## config.mk

```make
export PLATFORM = sky130hd
export DESIGN_NAME = rc4_key_search_ctrl
export DESIGN_NICKNAME = d
export VERILOG_FILES = /design/src/rtl/rc4_pkg.sv /design/src/rtl/rc4_key_search_ctrl_msg_checker.sv /design/src/rtl/rc4_key_search_ctrl.sv
export SDC_FILE = /design/constraint.sdc
export NUM_CORES = 1
export LEC_CHECK = 0
export ABC_AREA = 0
export BUFFER_PORTS_ARGS = -buffer_cell sky130_fd_sc_hd__buf_2
export CAP_MARGIN = 20
export CORE_MARGIN = 2
export CORE_UTILIZATION = 58
export DETAILED_ROUTE_END_ITERATION = 7
export HOLD_SLACK_MARGIN = 0.08
export PLACE_DENSITY = 0.94
export SYNTH_ARGS = -nofsm -noshare
export SYNTH_HDL_FRONTEND = slang
export SYNTH_SLANG_ARGS = --single-unit
```

## constraint.sdc

```tcl
create_clock -name clk -period 3.5 [get_ports clk]
set_input_delay 0 -clock clk [delete_from_list [all_inputs] [get_ports clk]]
set_output_delay 0 -clock clk [all_outputs]
set_load 0.03 [all_outputs]
```

## src/rtl/rc4_pkg.sv

```systemverilog
// Shared definitions for the RC4 key-search controller: state encoding,
// plaintext character bounds and the printable-byte test.
package rc4_pkg;

    typedef enum logic [2:0] {
        IDLE     = 3'd0,
        LAUNCH   = 3'd1,
        DRAIN    = 3'd2,
        CHK_ADDR = 3'd3,
        CHK_DATA = 3'd4,
        NEXT_KEY = 3'd5,
        FOUND    = 3'd6,
        FAIL     = 3'd7
    } ks_state_t;

    localparam logic [7:0] CHAR_LO = 8'h61;
    localparam logic [7:0] CHAR_HI = 8'h7A;
    localparam logic [7:0] CHAR_SP = 8'h20;

    // Lowercase letters and space are the only bytes accepted as plaintext.
    function automatic logic is_valid_char(input logic [7:0] c);
        return ((c >= CHAR_LO) && (c <= CHAR_HI)) || (c == CHAR_SP);
    endfunction

endpackage

```

## src/rtl/rc4_key_search_ctrl_msg_checker.sv

```systemverilog
// msg_checker: walks the decrypted-message RAM one byte per two cycles
// (address cycle, data cycle) and reports a single-cycle pass or fail pulse.
// Optional observation outputs are enabled by RC4_KEY_SEARCH_TAPS_EN.
module msg_checker
    import rc4_pkg::*;
#(
    parameter int unsigned MSG_LEN = 32
) (
    input  logic       clk,
    input  logic       reset,
    input  logic       chk_go,
    input  logic [7:0] msg_q,
    output logic       chk_pass,
    output logic       chk_fail,
    output logic [7:0] msg_addr
`ifdef RC4_KEY_SEARCH_TAPS_EN
    ,
    output ks_state_t  chk_state,
    output logic [7:0] idx_tap
`endif
);

    localparam logic [7:0] LAST_IDX = 8'(MSG_LEN - 1);

    ks_state_t  cstate, cstate_next;
    logic [7:0] idx, idx_next;

    // State and byte-index registers.
    always_ff @(posedge clk) begin
        if (reset) begin
            cstate <= IDLE;
            idx    <= '0;
        end else begin
            cstate <= cstate_next;
            idx    <= idx_next;
        end
    end

    // Address/data loop; msg_q is valid in CHK_DATA for the address driven in CHK_ADDR.
    always_comb begin
        cstate_next = cstate;
        idx_next    = idx;
        chk_pass    = 1'b0;
        chk_fail    = 1'b0;
        msg_addr    = '0;
        case (cstate)
            IDLE: begin
                if (chk_go) begin
                    idx_next    = '0;
                    cstate_next = CHK_ADDR;
                end
            end
            CHK_ADDR: begin
                msg_addr    = idx;
                cstate_next = CHK_DATA;
            end
            CHK_DATA: begin
                if (is_valid_char(msg_q)) begin
                    if (idx == LAST_IDX) begin
                        chk_pass    = 1'b1;
                        cstate_next = IDLE;
                    end else begin
                        idx_next    = idx + 8'd1;
                        cstate_next = CHK_ADDR;
                    end
                end else begin
                    chk_fail    = 1'b1;
                    cstate_next = IDLE;
                end
            end
            default: cstate_next = IDLE;
        endcase
    end

`ifdef RC4_KEY_SEARCH_TAPS_EN
    assign chk_state = cstate;
    assign idx_tap   = idx;
`endif

endmodule

```

## src/rtl/rc4_key_search_ctrl.sv

```systemverilog
// rc4_key_search_ctrl: brute-force key sequencer above the arcfour core.
// Launches the core per candidate key, waits for it to finish and return to
// idle, then has msg_checker scan the decrypted RAM for printable text.
// Defining RC4_KEY_SEARCH_TAPS_EN adds state_tap/idx_tap observation ports.
module rc4_key_search_ctrl
    import rc4_pkg::*;
#(
    parameter int unsigned      KEY_W   = 24,
    parameter logic [KEY_W-1:0] KEY_MAX = 24'h3FFFFF,
    parameter int unsigned      MSG_LEN = 32
) (
    input  logic             clk,
    input  logic             reset,
    input  logic             start,
    output logic [KEY_W-1:0] key,
    output logic             start_sig,
    input  logic             arcfour_finished,
    output logic [7:0]       msg_addr,
    input  logic [7:0]       msg_q,
    output logic             busy,
    output logic             found,
    output logic             exhausted
`ifdef RC4_KEY_SEARCH_TAPS_EN
    ,
    output logic [2:0]       state_tap,
    output logic [7:0]       idx_tap
`endif
);

    ks_state_t        state, state_next;
    logic [KEY_W-1:0] key_next;
    logic             start_q;
    logic             start_edge;
    logic             chk_go, chk_pass, chk_fail;

    assign start_edge = start & ~start_q;

    // State, candidate key and start-edge history.
    always_ff @(posedge clk) begin
        if (reset) begin
            state   <= IDLE;
            key     <= '0;
            start_q <= 1'b0;
        end else begin
            state   <= state_next;
            key     <= key_next;
            start_q <= start;
        end
    end

    // Next-state and Moore outputs; CHK_ADDR covers the whole checker loop.
    always_comb begin
        state_next = state;
        key_next   = key;
        start_sig  = 1'b0;
        busy       = 1'b0;
        found      = 1'b0;
        exhausted  = 1'b0;
        chk_go     = 1'b0;
        case (state)
            IDLE: begin
                if (start_edge) begin
                    key_next   = '0;
                    state_next = LAUNCH;
                end
            end
            LAUNCH: begin
                start_sig = 1'b1;
                busy      = 1'b1;
                if (arcfour_finished) state_next = DRAIN;
            end
            DRAIN: begin
                busy = 1'b1;
                if (!arcfour_finished) begin
                    chk_go     = 1'b1;
                    state_next = CHK_ADDR;
                end
            end
            CHK_ADDR: begin
                busy = 1'b1;
                if (chk_pass)      state_next = FOUND;
                else if (chk_fail) state_next = NEXT_KEY;
            end
            NEXT_KEY: begin
                busy = 1'b1;
                if (key == KEY_MAX) begin
                    state_next = FAIL;
                end else begin
                    key_next   = key + 1'b1;
                    state_next = LAUNCH;
                end
            end
            FOUND: begin
                found = 1'b1;
                if (start_edge) begin
                    key_next   = '0;
                    state_next = LAUNCH;
                end
            end
            FAIL: begin
                exhausted = 1'b1;
                if (start_edge) begin
                    key_next   = '0;
                    state_next = LAUNCH;
                end
            end
            default: state_next = IDLE;
        endcase
    end

`ifdef RC4_KEY_SEARCH_TAPS_EN
    ks_state_t chk_state;
`endif

    msg_checker #(
        .MSG_LEN (MSG_LEN)
    ) u_msg_checker (
        .clk       (clk),
        .reset     (reset),
        .chk_go    (chk_go),
        .msg_q     (msg_q),
        .chk_pass  (chk_pass),
        .chk_fail  (chk_fail),
        .msg_addr  (msg_addr)
`ifdef RC4_KEY_SEARCH_TAPS_EN
        ,
        .chk_state (chk_state),
        .idx_tap   (idx_tap)
`endif
    );

`ifdef RC4_KEY_SEARCH_TAPS_EN
    // The checker's own phase is reported while the top waits on it.
    assign state_tap = (state == CHK_ADDR) ? chk_state : state;
`endif

endmodule

```

==> results of run 1 <==
critical path, delay by kind of cell (launching register included):
kind	cells	cell delay, ns
DFF	1	0.44
buffers and inverters	1	0.21
AOI/OAI and AO/OA	3	0.54
and+or+nand+nor	2	0.97
metal layers:
layer,up-vias,share of wire [%],track usage (%),wire (µm)
met5,-,0,0,0
met3,9,5.9,5.14,304
met4,0,1.1,5.99,59
li1,1131,-,-,-
met2,64,49,43.9,2530
met1,1067,44,32.5,2250
placed cells by master (no fill, tap or decap), drive strengths merged, types with 2 or more instances in the layout:
cell          n
buf          48
dfxtp        38
nand2        26
a21oi        26
nor2         24
o21ai        18
nand3        12
or3          12
nand4        12
and2         11
and3         10
or4           9
clkbuf        7
nor2b         6
inv           6
o31ai         6
o2111ai       5
xor2          4
nor3          4
nand2b        3
a31o          3
nand3b        3
or2           3
dlygate4sd3   3
mux2i         2
a21o          2
a311oi        2
ha            2
nor3b         2
o211ai        2
or4b          2
power groups by stage:
stage / combinational, mW / sequential (mW) / clock, mW
floorplan: 0.284 / 0.504 / 0
global placement: 0.325 / 0.516 / 0
detailed placement: 0.333 / 0.520 / 0
CTS: 0.338 / 0.510 / 0.318
global route: 0.375 / 0.518 / 0.337
finish: 0.343 / 0.511 / 0.314
area by class of cell:
cell class	count	area, µm²	area share [%]
Multi-Input combinational cell	223	1350	52.8
Sequential cell	38	761	29.7
Timing Repair Buffer	51	273	10.7
Clock buffer	7	86.3	3.37
Tap cell	48	60.1	2.35
Inverter	6	22.5	0.880
Clock inverter	1	5.00	0.196
worst max path at each step:
stage | to | slack (ns) | depth (start not counted)
after global routing | key[13]$_SDFFE_PP0P_ | 1.15 | 5
final | key[7]$_SDFFE_PP0P_ | 1.27 | 6
after global placement | key[7]$_SDFFE_PP0P_ | 1.36 | 6
after floorplan | key[1]$_SDFFE_PP0P_ | 1.30 | 7
after CTS | key[7]$_SDFFE_PP0P_ | 1.28 | 6
after detailed placement | key[7]$_SDFFE_PP0P_ | 1.29 | 6
timing repair:
| item | CTS | global route |
|---|---|---|
| hold buffers | 3 | 0 |
| endpoints found under the setup margin | 0 | 0 |
| gates resized for setup | 0 | 0 |
| hold endpoints to repair | 8 | 0 |
logic make-up after synthesis:
| group | synth area share (%) |
|---|---|
| and+or+nand+nor | 37.0 |
| AOI/OAI and AO/OA | 21.2 |
| DFF | 34.8 |
| buffers and inverters | 3.43 |
| xor gates and xnor gates | 1.60 |
| muxes | 0.915 |
| adders and majority gates | 1.14 |
state kept, by name (all words and copies together), names as in the netlist:
name	cells
start_q	1
u_msg_checker.cstate	2
state	3
u_msg_checker.idx	8
key	24
==> results.py, run 1 <==
metrics = {
    "synth": {
        "async_flop_share_pct": 0,
        "synth_cell_types": 50,
        "synth_top_area_share_pct": 34.8,
        "synth_top_cells_by_count": "dfxtp_1 (38), a21oi_1 (26), nand2_1 (26)",
        "synth-edff-count": 0,
        "yosys.area.top_type": "dfxtp_1",
        "yosysWarnings": 0,
        "synth.most_common_cell": "dfxtp_1",
        "netlist_area_um2": 2190,
        "synth.yosys.seq_area_share_pct": 34.8,
        "synth_nets": 292,
        "avgSynthCellArea_um2": 7.87,
        "netlist_instances": 278,
        "ys_seq_elements": 38,
        "ys.flop_type": "dfxtp_1",
        "ys_top_cells_by_area": "dfxtp_1 (35%), a21oi_1 (5.9%), nand2_1 (4.5%)",
    },
    "hold_path": {
        "worstHoldStart": "arcfour_finished",
        "hold_depth": 4,
        "whs_endpoint": "u_msg_checker.cstate[1]$_SDFFE_PP0P_",
        "min_path_type": "input port to flip-flop",
    },
    "cells_and_area": {
        "fin_area_um2": 2560,
        "utilization_pct": 70.4,
        "nFillCells": 312,
        "areaGrowthSynthToFinish_pct": 17.0,
        "fin_cells": 374,
        "fin_nets": 339,
        "drive_above_1_share_pct": 21.5,
        "n_antenna_cell": 0,
    },
    "critical_path": {
        "path_class": "flip-flop to flip-flop",
        "reg2reg_depth": 6,
        "worstReg2RegStart": "state[1]$_SDFFE_PP0P_",
        "crit_chain": "or3b_4 -> o211ai_4 -> o31ai_2 -> buf_4 -> or4_1 -> a21oi_1",
        "endpoint_kind": "flip-flop",
        "critical_path_arrival_ns": 2.44,
        "reg2reg_slack_ns": 1.27,
        "crit_path_max_incr_delay_ns": 0.51,
        "worstSetupStartpoint": "state[1]$_SDFFE_PP0P_",
        "crit_fanout": 20,
        "slowest_stage": "or4_1",
        "r2r_end": "key[7]$_SDFFE_PP0P_",
        "critPathRequiredTime_ns": 3.71,
        "startpoint_type": "flip-flop",
    },
    "place": {
        "io_buffers": 47,
        "gp_congestion": 0.860,
        "pre_cts_ws_ns": 1.29,
        "placedInstanceArea_um2": 2440,
        "dpl.hpwl_um": 3590,
        "dp_cells": 363,
    },
    "global_route": {
        "grt_use_total_pct": 25.4,
        "grt_pass1_wl_um": 8720,
        "gr-total-overflow": 0,
        "grt_max_degree": 23,
        "grt_pass1_vias": 1999,
        "antenna_found_initial": 0,
    },
    "timing": {
        "setup_slack_ns": 1.27,
        "hold-worst-slack_ns": 0.164,
        "finClkSkew_ns": 0.00500,
        "post-route-period-util_pct": 63.7,
        "setup_violations": 0,
        "fmax_mhz": 449,
        "drv_slew": 0,
        "rsz0062_at_grt": "no",
        "maxSlewHeadroom_pct": 34.2,
        "fin_crit_ns": 2.23,
        "hold_viol": 0,
        "tns_ns": 0,
        "worst_pin_slew_ns": 0.986,
    },
    "route": {
        "vias_per_cell": 6.07,
        "ant_nets": 0,
        "drc": 0,
        "vias": 2271,
        "wl_per_cell_um": 13.8,
        "drtIter0Drc": 213,
        "drt-total-wl_um": 5150,
        "firstDrtPassIters": 4,
    },
    "power": {
        "combPwrFrac_pct": 29.3,
        "clkPwrFrac_pct": 26.9,
        "power_switching_share_pct": 37.2,
        "finalPower_mw": 1.17,
        "p_per_area_nw_per_um2": 457,
        "power.switching_uw": 435,
        "internal_power_uw": 734,
        "peakVddDrop_mv": 0.312,
        "p_leak_nw": 0.998,
        "seq_power_share_pct": 43.8,
    },
    "clock_network": {
        "cts_tree": "done",
        "clock_sinks": 38,
        "cts_made_buffers": 5,
        "clk_pin_slew_worst_paths_ns": 0.08,
        "clockBufferDepth": 2,
        "htree_levels": 2,
        "cts_root_buf": "clkbuf_8",
        "postCtsSetupBuffers": 0,
        "clk_latency_ns": 0.29,
    },
    "floorplan": {
        "die_w_um": 65.4,
        "num_rows": 22,
        "start_util_pct": 60.2,
        "die_area_um2": 4280,
        "coreArea_um2": 3630,
        "ios": 48,
        "die_h_um": 65.4,
    },
    "run_status": {
        "status": "completed",
    },
    "run": {
        "max-cap-violations": 0,
    },
}
Note: power is estimated with default switching activity, not from simulation.
==> inputs of run 2 (changes only) <==
CORE_UTILIZATION = 54   (was 58)
PLACE_DENSITY = 0.89   (was 0.94)
clock period = 2.2 ns   (was 3.5 ns; I/O delays follow)
==> run 2 against run 1 <==
Cell count grew 3.5%. Critical path type unchanged. First-iteration DRC count shrank 20%. Via count shrank 0.31%. Count of clock-buffer cells in the layout shrank 2. Cell area grew 3.2%. Non-clock buffer count up 12. Worst hold slack lost 0.032 ns.
==> results.py, run 2 (synthesis gave the netlist of run 1 again) <==
metrics = {
    "clock_network": {
        "clk_pin_slew_worst_paths_ns": 0.08,
        "postCtsSetupBuffers": 0,
        "htree_levels": 2,
        "clk_latency_ns": 0.29,
        "cts_tree": "done",
        "clockBufferDepth": 2,
        "clock_sinks": 38,
        "cts_made_buffers": 5,
        "cts_root_buf": "clkbuf_8",
    },
    "critical_path": {
        "startpoint_type": "flip-flop",
        "crit_fanout": 6,
        "path_class": "flip-flop to flip-flop",
        "endpoint_kind": "flip-flop",
        "reg2reg_slack_ns": 0.14,
        "critical_path_arrival_ns": 2.23,
        "critPathRequiredTime_ns": 2.37,
    },
    "route": {
        "drtIter0Drc": 171,
        "ant_nets": 0,
        "wl_per_cell_um": 13.1,
        "drt-total-wl_um": 5060,
        "vias": 2264,
        "firstDrtPassIters": 4,
        "vias_per_cell": 5.85,
        "drc": 0,
    },
    "power": {
        "combPwrFrac_pct": 34.9,
        "power.switching_uw": 694,
        "internal_power_mw": 1.18,
        "seq_power_share_pct": 41.0,
        "clkPwrFrac_pct": 24.0,
        "p_leak_nw": 1.06,
        "p_per_area_nw_per_um2": 711,
        "power_switching_share_pct": 37.0,
        "finalPower_mw": 1.88,
        "peakVddDrop_mv": 0.493,
    },
    "cells_and_area": {
        "top_regs": "key x24, u_msg_checker.idx x8, state x3",
        "areaGrowthSynthToFinish_pct": 20.8,
        "drive_above_1_share_pct": 24.9,
        "fin_nets": 351,
        "fin_cells": 387,
        "final_cell_mix": "buf_2 (47), dfxtp_1 (36), nand2_1 (26), a21oi_1 (26), nor2_1 (24)",
        "largest_reg_flops": 24,
        "top_register": "key",
        "final_common_cell": "buf_2",
        "n_antenna_cell": 0,
    },
    "place": {
        "gp_congestion": 0.839,
        "io_buffers": 47,
        "pre_cts_ws_ns": 0.102,
        "dp_cells": 377,
        "dpl.hpwl_um": 3740,
    },
    "floorplan": {
        "die_h_um": 67.6,
        "start_util_pct": 55.5,
        "ios": 48,
        "die_w_um": 67.6,
        "die_area_um2": 4580,
        "num_rows": 23,
        "coreArea_um2": 3940,
    },
    "timing": {
        "worst_pin_slew_ns": 0.543,
        "drv_slew": 0,
        "fmax_mhz": 485,
        "maxSlewHeadroom_pct": 62.9,
        "setup_violations": 0,
        "hold_viol": 0,
        "finClkSkew_ns": 0.00792,
        "post-route-period-util_pct": 93.7,
        "tns_ns": 0,
        "hold-worst-slack_ns": 0.132,
        "fin_crit_ns": 2.06,
        "setup_slack_ns": 0.138,
        "rsz0062_at_grt": "no",
    },
    "global_route": {
        "gr-total-overflow": 0,
        "grt_pass1_wl_um": 8100,
        "grt_pass1_vias": 1900,
        "grt_max_degree": 21,
        "grt_use_total_pct": 23.2,
        "antenna_found_initial": 0,
    },
    "run": {
        "max-cap-violations": 0,
    },
    "hold_path": {
        "min_path_type": "input port to flip-flop",
    },
    "run_status": {
        "status": "completed",
    },
}
## run 2: area by class of cell
cell class	count	area [µm²]
multi-input combinational	223	1350
fill	335	1300
sequential	38	763
timing repair buffer	63	363
clock buffer	5	68.8
tap	50	62.6
inverter	6	22.5
clock inverter	2	10.0
## run 2: worst paths after layout
path | cells after the start | start | to
worst min register to register | 2 | key[9]$_SDFFE_PP0P_ | key[9]$_SDFFE_PP0P_
worst max register to register | 6 | u_msg_checker.idx[0]$_SDFFE_PP0P_ | state[0]$_SDFFE_PP0P_
worst max-delay path | 6 | u_msg_checker.idx[0]$_SDFFE_PP0P_ | state[0]$_SDFFE_PP0P_
worst min-delay path | 4 | arcfour_finished | u_msg_checker.cstate[1]$_SDFFE_PP0P_
## run 2: worst max-delay path, cell delays in order (launching register included)
cell and delay (ns):
dfxtp_2 0.36, ha_1 0.21, nand4_1 0.12, or4_1 0.42, or4b_2 0.61, o21bai_1 0.14
a211oi_1 0.08
## run 2: metal layers
layer,up-vias,routed length [µm],track usage [%]
met5,-,0,0
met4,0,70,8.93
met3,5,278,5.33
met2,57,2420,38.7
met1,1047,2290,28.7
li1,1155,-,-
## run 2: through the flow
| stage | utilization, % | area [µm²] |
|---|---|---|
| floorplan | - | 2190 |
| global placement | 64.2 | 2530 |
| detailed placement | 64.2 | 2530 |
| CTS | 67.0 | 2640 |
| global route | 67.0 | 2640 |
| finish | 67.0 | 2640 |
## run 2: repair_timing
| action | in CTS | in global routing |
|---|---|---|
| gates resized for setup | 0 | 1 |
| endpoints found under the setup margin | 0 | 2 |
| hold buffers | 3 | 0 |
| hold endpoints to repair | 9 | 0 |
## run 2: power by group through the flow
stage	clock network, mW	logic, mW	registers, mW
final	0.451	0.656	0.770
after global routing	0.482	0.725	0.775
after floorplan	0	0.451	0.801
after detailed placement	0	0.645	0.784
after global placement	0	0.636	0.780
after CTS	0.462	0.652	0.769
